$ cat src/rtl/mcif_wr_align_pipe.sv
// -----------------------------------------------------------------------------
// mcif_wr_align_pipe
//
// Write-direction alignment pipe between the engine write-data FIFO and the
// AXI W channel. A burst command supplies a destination byte offset and a byte
// length. The packed input stream starts at byte 0 of its first beat. Each
// input beat is shifted up by the offset, and the bytes that spill past the top
// of the beat are carried into the next output beat. Per-byte strobes and a
// last flag are generated. One burst is handled at a time.
//
// Ports
//   clk, rst        clock, synchronous active-high reset
//   cmd_vld/rdy     burst command handshake
//   cmd_offset      destination byte offset within the first output beat
//   cmd_len         burst length in bytes (0 = no beats emitted)
//   data_in_*       packed input beat stream (valid/ready)
//   data_out_*      aligned output beat, strobes and last (valid/ready)
//   busy            high whenever a burst is being processed
// -----------------------------------------------------------------------------
module mcif_wr_align_pipe #(
   parameter int DW   = 256,
   parameter int BW   = DW / 8,
   parameter int OFFW = $clog2(BW),
   parameter int LENW = 16
) (
   input  logic            clk,
   input  logic            rst,
   input  logic            cmd_vld,
   output logic            cmd_rdy,
   input  logic [OFFW-1:0] cmd_offset,
   input  logic [LENW-1:0] cmd_len,
   input  logic            data_in_vld,
   input  logic [DW-1:0]   data_in,
   output logic            data_in_rdy,
   output logic            data_out_vld,
   output logic [DW-1:0]   data_out,
   output logic [BW-1:0]   data_out_strb,
   output logic            data_out_last,
   input  logic            data_out_rdy,
   output logic            busy
);

   // Beat counters need one bit more than the length field: offset + length
   // can exceed the LENW range before it is divided down to beats.
   localparam int CNTW = LENW + 1;
   // Shift amounts are byte counts times 8, up to DW inclusive.
   localparam int SHW  = OFFW + 4;

   typedef enum logic [1:0] {
      ST_IDLE  = 2'd0,
      ST_RUN   = 2'd1,
      ST_FLUSH = 2'd2,
      ST_DONE  = 2'd3
   } state_t;

   state_t            state_reg, state_next;
   logic [OFFW-1:0]   off_reg, off_next;
   logic [OFFW-1:0]   end_reg, end_next;      // (offset + length) mod BW
   logic [CNTW-1:0]   nin_reg, nin_next;
   logic [CNTW-1:0]   nout_reg, nout_next;
   logic [CNTW-1:0]   in_cnt_reg, in_cnt_next;
   logic [DW-1:0]     residue_reg, residue_next;
   logic [DW-1:0]     out_data_reg, out_data_next;
   logic [BW-1:0]     out_strb_reg, out_strb_next;
   logic              out_vld_reg, out_vld_next;
   logic              out_last_reg, out_last_next;

   // ---------------------------------------------------------------------------
   // Command-time arithmetic
   // ---------------------------------------------------------------------------
   logic [CNTW-1:0]   len_ext;
   logic [CNTW-1:0]   sum_ext;
   logic [CNTW-1:0]   nin_calc;
   logic [CNTW-1:0]   nout_calc;

   assign len_ext   = CNTW'(cmd_len);
   assign sum_ext   = len_ext + CNTW'(cmd_offset);
   assign nin_calc  = (len_ext + CNTW'(BW - 1)) >> OFFW;
   assign nout_calc = (sum_ext + CNTW'(BW - 1)) >> OFFW;

   // ---------------------------------------------------------------------------
   // Handshake qualifiers
   // ---------------------------------------------------------------------------
   logic out_free;     // output register can take a new beat this cycle
   logic in_fire;
   logic flush_fire;

   assign out_free   = !out_vld_reg || data_out_rdy;
   assign in_fire    = (state_reg == ST_RUN) && data_in_vld && out_free;
   assign flush_fire = (state_reg == ST_FLUSH) && out_free;

   // ---------------------------------------------------------------------------
   // Strobe generation for the beat being loaded. In RUN the output beat index
   // equals the input beat index; the FLUSH beat is always the final one.
   // ---------------------------------------------------------------------------
   logic [BW-1:0] ones;
   logic [BW-1:0] first_mask;
   logic [BW-1:0] last_mask;
   logic          beat_first;
   logic          beat_last;
   logic [BW-1:0] strb_calc;

   assign ones       = '1;
   assign first_mask = ones << off_reg;
   assign last_mask  = (end_reg == '0) ? ones : ~(ones << end_reg);
   assign beat_first = (state_reg == ST_RUN) && (in_cnt_reg == '0);
   assign beat_last  = (state_reg == ST_FLUSH) ||
                       (in_cnt_reg == (nout_reg - CNTW'(1)));
   assign strb_calc  = (beat_first ? first_mask : ones) &
                       (beat_last  ? last_mask  : ones);

   // Byte-lane expansion of the strobe so unstrobed bytes are forced to zero.
   logic [DW-1:0] byte_mask;

   generate
      for (genvar gi = 0; gi < BW; gi++) begin : g_byte_mask
         assign byte_mask[8*gi +: 8] = {8{strb_calc[gi]}};
      end
   endgenerate

   // ---------------------------------------------------------------------------
   // Shifter. The left shift places the input at the offset; the right shift
   // keeps the top OFF bytes for the next beat. With OFF=0 the right shift
   // would be a full-width shift, so the residue is forced to zero instead.
   // ---------------------------------------------------------------------------
   logic [SHW-1:0] lsh;
   logic [SHW-1:0] rsh;
   logic [DW-1:0]  shifted;
   logic [DW-1:0]  residue_calc;
   logic [DW-1:0]  load_raw;

   assign lsh          = SHW'({off_reg, 3'b000});
   assign rsh          = SHW'(DW) - lsh;
   assign shifted      = (data_in << lsh) | residue_reg;
   assign residue_calc = (off_reg == '0) ? '0 : (data_in >> rsh);
   assign load_raw     = in_fire ? shifted : residue_reg;

   // ---------------------------------------------------------------------------
   // Next-state / datapath logic
   // ---------------------------------------------------------------------------
   always_comb begin
      state_next    = state_reg;
      off_next      = off_reg;
      end_next      = end_reg;
      nin_next      = nin_reg;
      nout_next     = nout_reg;
      in_cnt_next   = in_cnt_reg;
      residue_next  = residue_reg;
      out_data_next = out_data_reg;
      out_strb_next = out_strb_reg;
      out_vld_next  = out_vld_reg;
      out_last_next = out_last_reg;

      // Drain the output register on handshake; a load below overrides this.
      if (out_vld_reg && data_out_rdy) begin
         out_vld_next  = 1'b0;
         out_last_next = 1'b0;
      end

      unique case (state_reg)
         ST_IDLE: begin
            if (cmd_vld) begin
               off_next     = cmd_offset;
               end_next     = sum_ext[OFFW-1:0];
               nin_next     = nin_calc;
               nout_next    = nout_calc;
               in_cnt_next  = '0;
               residue_next = '0;
               state_next   = (cmd_len == '0) ? ST_DONE : ST_RUN;
            end
         end

         ST_RUN: begin
            if (in_fire) begin
               out_data_next = load_raw & byte_mask;
               out_strb_next = strb_calc;
               out_vld_next  = 1'b1;
               out_last_next = beat_last;
               residue_next  = residue_calc;
               in_cnt_next   = in_cnt_reg + CNTW'(1);
               if (in_cnt_reg == (nin_reg - CNTW'(1))) begin
                  state_next = (nout_reg > nin_reg) ? ST_FLUSH : ST_DONE;
               end
            end
         end

         ST_FLUSH: begin
            if (flush_fire) begin
               out_data_next = load_raw & byte_mask;
               out_strb_next = strb_calc;
               out_vld_next  = 1'b1;
               out_last_next = 1'b1;
               state_next    = ST_DONE;
            end
         end

         ST_DONE: begin
            // Leave once the final beat is gone (or was never produced).
            if (out_free) begin
               state_next = ST_IDLE;
            end
         end

         default: begin
            state_next = ST_IDLE;
         end
      endcase
   end

   // ---------------------------------------------------------------------------
   // State registers
   // ---------------------------------------------------------------------------
   always_ff @(posedge clk) begin
      if (rst) begin
         state_reg    <= ST_IDLE;
         off_reg      <= '0;
         end_reg      <= '0;
         nin_reg      <= '0;
         nout_reg     <= '0;
         in_cnt_reg   <= '0;
         residue_reg  <= '0;
         out_data_reg <= '0;
         out_strb_reg <= '0;
         out_vld_reg  <= 1'b0;
         out_last_reg <= 1'b0;
      end else begin
         state_reg    <= state_next;
         off_reg      <= off_next;
         end_reg      <= end_next;
         nin_reg      <= nin_next;
         nout_reg     <= nout_next;
         in_cnt_reg   <= in_cnt_next;
         residue_reg  <= residue_next;
         out_data_reg <= out_data_next;
         out_strb_reg <= out_strb_next;
         out_vld_reg  <= out_vld_next;
         out_last_reg <= out_last_next;
      end
   end

   // ---------------------------------------------------------------------------
   // Outputs
   // ---------------------------------------------------------------------------
   assign cmd_rdy       = (state_reg == ST_IDLE);
   assign busy          = (state_reg != ST_IDLE);
   assign data_in_rdy   = (state_reg == ST_RUN) && out_free;
   assign data_out_vld  = out_vld_reg;
   assign data_out      = out_data_reg;
   assign data_out_strb = out_strb_reg;
   assign data_out_last = out_last_reg;

endmodule

$ cat config.mk
export PLATFORM = sky130hd
export DESIGN_NAME = mcif_wr_align_pipe
export DESIGN_NICKNAME = d
export VERILOG_FILES = /design/src/rtl/mcif_wr_align_pipe.sv
export SDC_FILE = /design/constraint.sdc
export NUM_CORES = 2
export LEC_CHECK = 0
export ABC_AREA = 1
export CELL_PAD_IN_SITES_DETAIL_PLACEMENT = 1
export CELL_PAD_IN_SITES_GLOBAL_PLACEMENT = 2
export CORE_UTILIZATION = 30
export CTS_BUF_LIST = sky130_fd_sc_hd__clkbuf_4 sky130_fd_sc_hd__clkbuf_8
export CTS_CLUSTER_DIAMETER = 30
export DETAILED_ROUTE_END_ITERATION = 12
export PLACE_DENSITY_LB_ADDON = 0.1
export SLEW_MARGIN = 10
export SYNTH_ARGS = -nofsm -noshare
export SYNTH_HDL_FRONTEND = slang
export SYNTH_SLANG_ARGS = --single-unit
$ cat constraint.sdc
create_clock -name clk -period 4.35 [get_ports clk]
set_clock_uncertainty 0.1 [all_clocks]
set_input_delay 0.87 -clock clk [delete_from_list [all_inputs] [get_ports clk]]
set_output_delay 0.87 -clock clk [all_outputs]
set_load 0.01 [all_outputs]
==> impl_results.rst <==
.. list-table::
   :header-rows: 1

   * - Metric
     - Value
   * - Pin slew with the least headroom to its limit
     - 1540 ps
   * - Final setup violating endpoints
     - 0
   * - Seq/Total Area, Yosys
     - 0.245
   * - Number of buffers created by CTS
     - 184
   * - Root buffer selected by CTS
     - sky130_fd_sc_hd__clkbuf_8
   * - Initial antenna violation count
     - 61
   * - Most frequently used cell type in the post-synthesis netlist
     - sky130_fd_sc_hd__nand2_1
   * - Beginning of the worst register-to-register path
     - off_reg[1]
   * - Final RePlAce weighted congestion
     - 1.14
   * - Violated checks
     - capacitance limit, slew limit
   * - Min-Delay Path Class
     - input port to register
   * - Total number of nets in the final design
     - 9468
   * - Largest net degree at the start of global routing
     - 167
   * - Most used flip-flop cell after synthesis
     - sky130_fd_sc_hd__dfxtp_1
   * - Final-layout worst hold slack
     - 104 ps
   * - Final routed DRC violation total
     - 0
   * - Worst setup path class
     - register to register
   * - Count of max-cap constraint violations
     - 2
   * - Count of warnings emitted by yosys
     - 0
   * - Area share of the largest cell type after synthesis
     - 0.245
   * - Longest individual stage delay on the worst path
     - 1290 ps
   * - Detailed router's first-iteration violation count
     - 9713
   * - Clock latency on the worst-skew pair
     - 970 ps
   * - Final clock period utilization by the worst path
     - 0.938
   * - PD cells
     - 713 mW/mm^2
   * - Highest Clock Rate
     - 245 MHz
   * - Die boundary height
     - 406 um
   * - Starting Density
     - 0.303
   * - Total grt overflow
     - 0
   * - Final core utilization
     - 0.393
   * - Total power of the final layout
     - 45100 uW
   * - Unrepaired setup endpoints after global routing
     - no
   * - Number of setup buffers added after CTS
     - 0
   * - Mean cell area of the mapped netlist
     - 5.75 um^2
   * - Detailed-route wire length per cell
     - 37.5 um
   * - Cell type contributing the most total cell area after synthesis
     - sky130_fd_sc_hd__dfxtp_1
   * - Total cell area at the placement stage
     - 0.0590 mm^2
   * - Die ar.
     - 0.165 mm^2
   * - Outcome
     - finished, violations left
   * - Floorplan row count
     - 147
   * - Worst vdd rail ir drop
     - 0.556 mV
   * - Maximum level of the CTS H-tree
     - 4
   * - Total via count after detailed routing
     - 69600
   * - IO buf count
     - 574
   * - Post-CTS clock slew at the launch and capture registers of the worst setup and hold paths
     - 60 ps
   * - Via count of the first global-routing pass
     - 66400
   * - I/O pin cnt
     - 575
   * - Crit path required time
     - 5120 ps
   * - Final standard cell area without fillers
     - 0.0633 mm^2
   * - Signed area change from the synthesized netlist to the final layout
     - 29.4%
   * - Worst slew margin
     - -0.0368
   * - Post-DR vias/cell
     - 6.05
   * - Total negative slack
     - 0 ps
   * - Most instantiated cells after synthesis
     - sky130_fd_sc_hd__nand2_1 (3042), sky130_fd_sc_hd__nand3_1 (709), sky130_fd_sc_hd__o21ai_0 (696)
   * - Type of origin of the critical path
     - register
   * - Critical path, cell by cell
     - inv_6, ha_4, inv_8, buf_12, o21ai_0, o21ai_0, nand2_1, nand3_1, o221ai_1, nand2_1, inv_1
   * - 1st-pass router iterations
     - 8
   * - Final Routed Wirelength
     - 431 mm
   * - Clock Sinks
     - 599
   * - Cell count after synthesis
     - 8503
   * - Maximum fanout along the worst path
     - 60
   * - Post_cts resized
     - 0
   * - CTS tree
     - done
   * - Crit. End Element
     - register
   * - HPWL reported at the end of detailed placement
     - 346 mm
   * - Synth unique cells
     - 62
   * - Antenna violation net count after detailed routing
     - 0
   * - Die width
     - 406 um
   * - Count of flip-flops with a built-in enable after synthesis
     - 0
   * - Launch point of the critical path
     - off_reg[1]
   * - Overall track demand over capacity in global routing
     - 0.509
   * - Leakage power summed over all cells
     - 0.0274 uW
   * - Core area
     - 0.161 mm^2
   * - Tmin final
     - 4080 ps
   * - Slowest cell on the critical path
     - sky130_fd_sc_hd__o21ai_0
   * - Global-route wire length before repair
     - 571 mm
   * - Share of layout cells above drive strength 1
     - 0.108
   * - Final slew viol count
     - 6
   * - Net Count, Synth
     - 8816
   * - Hold_buf cts
     - 0
   * - Cell types occupying the most area after synthesis
     - sky130_fd_sc_hd__dfxtp_1 (25%), sky130_fd_sc_hd__nand2_1 (23%), sky130_fd_sc_hd__nand3_1 (7.3%)
   * - Async SR Flop Fraction
     - 0
   * - Hold path startpoint
     - rst
   * - Final hold violations
     - 0
   * - CP Data Arrival Time
     - 4850 ps
   * - Syn Std Cell Area
     - 0.0489 mm^2
   * - Register bit total from synthesis
     - 599
   * - Clock buffer depth
     - 3
per-layer routing:
layer / GRT usage / vias to the layer above / share of wire
met1: 0.590 / 34100 / 0.37
met4: 0.452 / 32 / 0.11
met3: 0.189 / 1291 / 0.12
met5: 0.000892 / - / 0.00055
met2: 0.730 / 4653 / 0.40
li1: - / 29500 / -
through the flow:
stage          setup WS (ps)  std cells
2_1_floorplan           1350       8503
3_3_place_gp             183      11100
3_5_place_dp             220      11100
4_1_cts                  501      11500
5_1_grt                  390      11500
6_report                 270      11500
power breakdown:
group | switching [uW] | internal, uW | total, uW
Combinational | 22000 | 7070 | 29100
Clock | 3680 | 5900 | 9580
Sequential | 487 | 5960 | 6450
cell usage in the layout, fill, tap and decap left out, types with 21 or more instances in the layout:
cell type,instances
sky130_fd_sc_hd__a21boi_0,22
sky130_fd_sc_hd__a21oi_1,648
sky130_fd_sc_hd__a22oi_1,65
sky130_fd_sc_hd__a31o_2,34
sky130_fd_sc_hd__a31oi_1,38
sky130_fd_sc_hd__and2_1,43
sky130_fd_sc_hd__buf_12,52
sky130_fd_sc_hd__buf_4,461
sky130_fd_sc_hd__clkbuf_4,41
sky130_fd_sc_hd__clkbuf_8,215
sky130_fd_sc_hd__clkdlybuf4s50_1,573
sky130_fd_sc_hd__clkinv_2,43
sky130_fd_sc_hd__dfxtp_1,594
sky130_fd_sc_hd__diode_2,29
sky130_fd_sc_hd__ha_1,28
sky130_fd_sc_hd__inv_1,644
sky130_fd_sc_hd__mux2i_1,51
sky130_fd_sc_hd__nand2_1,3040
sky130_fd_sc_hd__nand2_2,35
sky130_fd_sc_hd__nand3_1,709
sky130_fd_sc_hd__nand3b_1,46
sky130_fd_sc_hd__nand4_1,21
sky130_fd_sc_hd__nor2_1,329
sky130_fd_sc_hd__nor3_1,37
sky130_fd_sc_hd__o211ai_1,208
sky130_fd_sc_hd__o21a_1,30
sky130_fd_sc_hd__o21ai_0,689
sky130_fd_sc_hd__o21ai_1,265
sky130_fd_sc_hd__o21bai_1,32
sky130_fd_sc_hd__o221ai_1,43
sky130_fd_sc_hd__o22ai_1,44
sky130_fd_sc_hd__or2_2,22
sky130_fd_sc_hd__xor2_1,22
worst max-delay path: cells and delay by family, from the launching register on:
| kind | cells | cell delay (ps) |
|---|---|---|
| buffers and inverters | 4 | 960 |
| AOI/OAI and AO/OA | 3 | 1750 |
| DFF | 1 | 420 |
| adders and majority gates | 1 | 340 |
| and+or+nand+nor | 3 | 340 |
cell families (layout without fill, tap and decap cells):
family / after synthesis / count (layout) / share of synthesized area
AND/OR/NAND/NOR: 4326 / 4326 / 0.364
AO/OA/AOI/OAI: 2176 / 2176 / 0.254
buffers and inverters: 1288 / 2089 / 0.113
flip-flops: 599 / 599 / 0.245
multiplexers: 51 / 51 / 0.0104
XOR/XNOR: 32 / 32 / 0.00573
adder cells (fa/ha/maj): 31 / 31 / 0.00809
other: 0 / 29 / 0
worst paths after layout:
| path | end | depth (start not counted) | slack (ps) |
|---|---|---|---|
| worst max-delay path | residue_reg[24] | 11 | 270 |
| worst min-delay path | data_out_strb[14] | 2 | 100 |
| worst max register to register | residue_reg[24] | 11 | 270 |
| worst min register to register | data_out[189] | 2 | 360 |
cell type report:
class | instances | area (um^2)
multi-input cells | 6616 | 31500
inverters | 667 | 2550
fillers | 21500 | 97800
clock inverters | 79 | 965
flip-flops and latches | 599 | 12000
diodes | 29 | 72.6
well taps | 2160 | 2700
clock buffers | 256 | 3270
repair buffers | 1087 | 10300
Power figures use the tool's default switching activity.
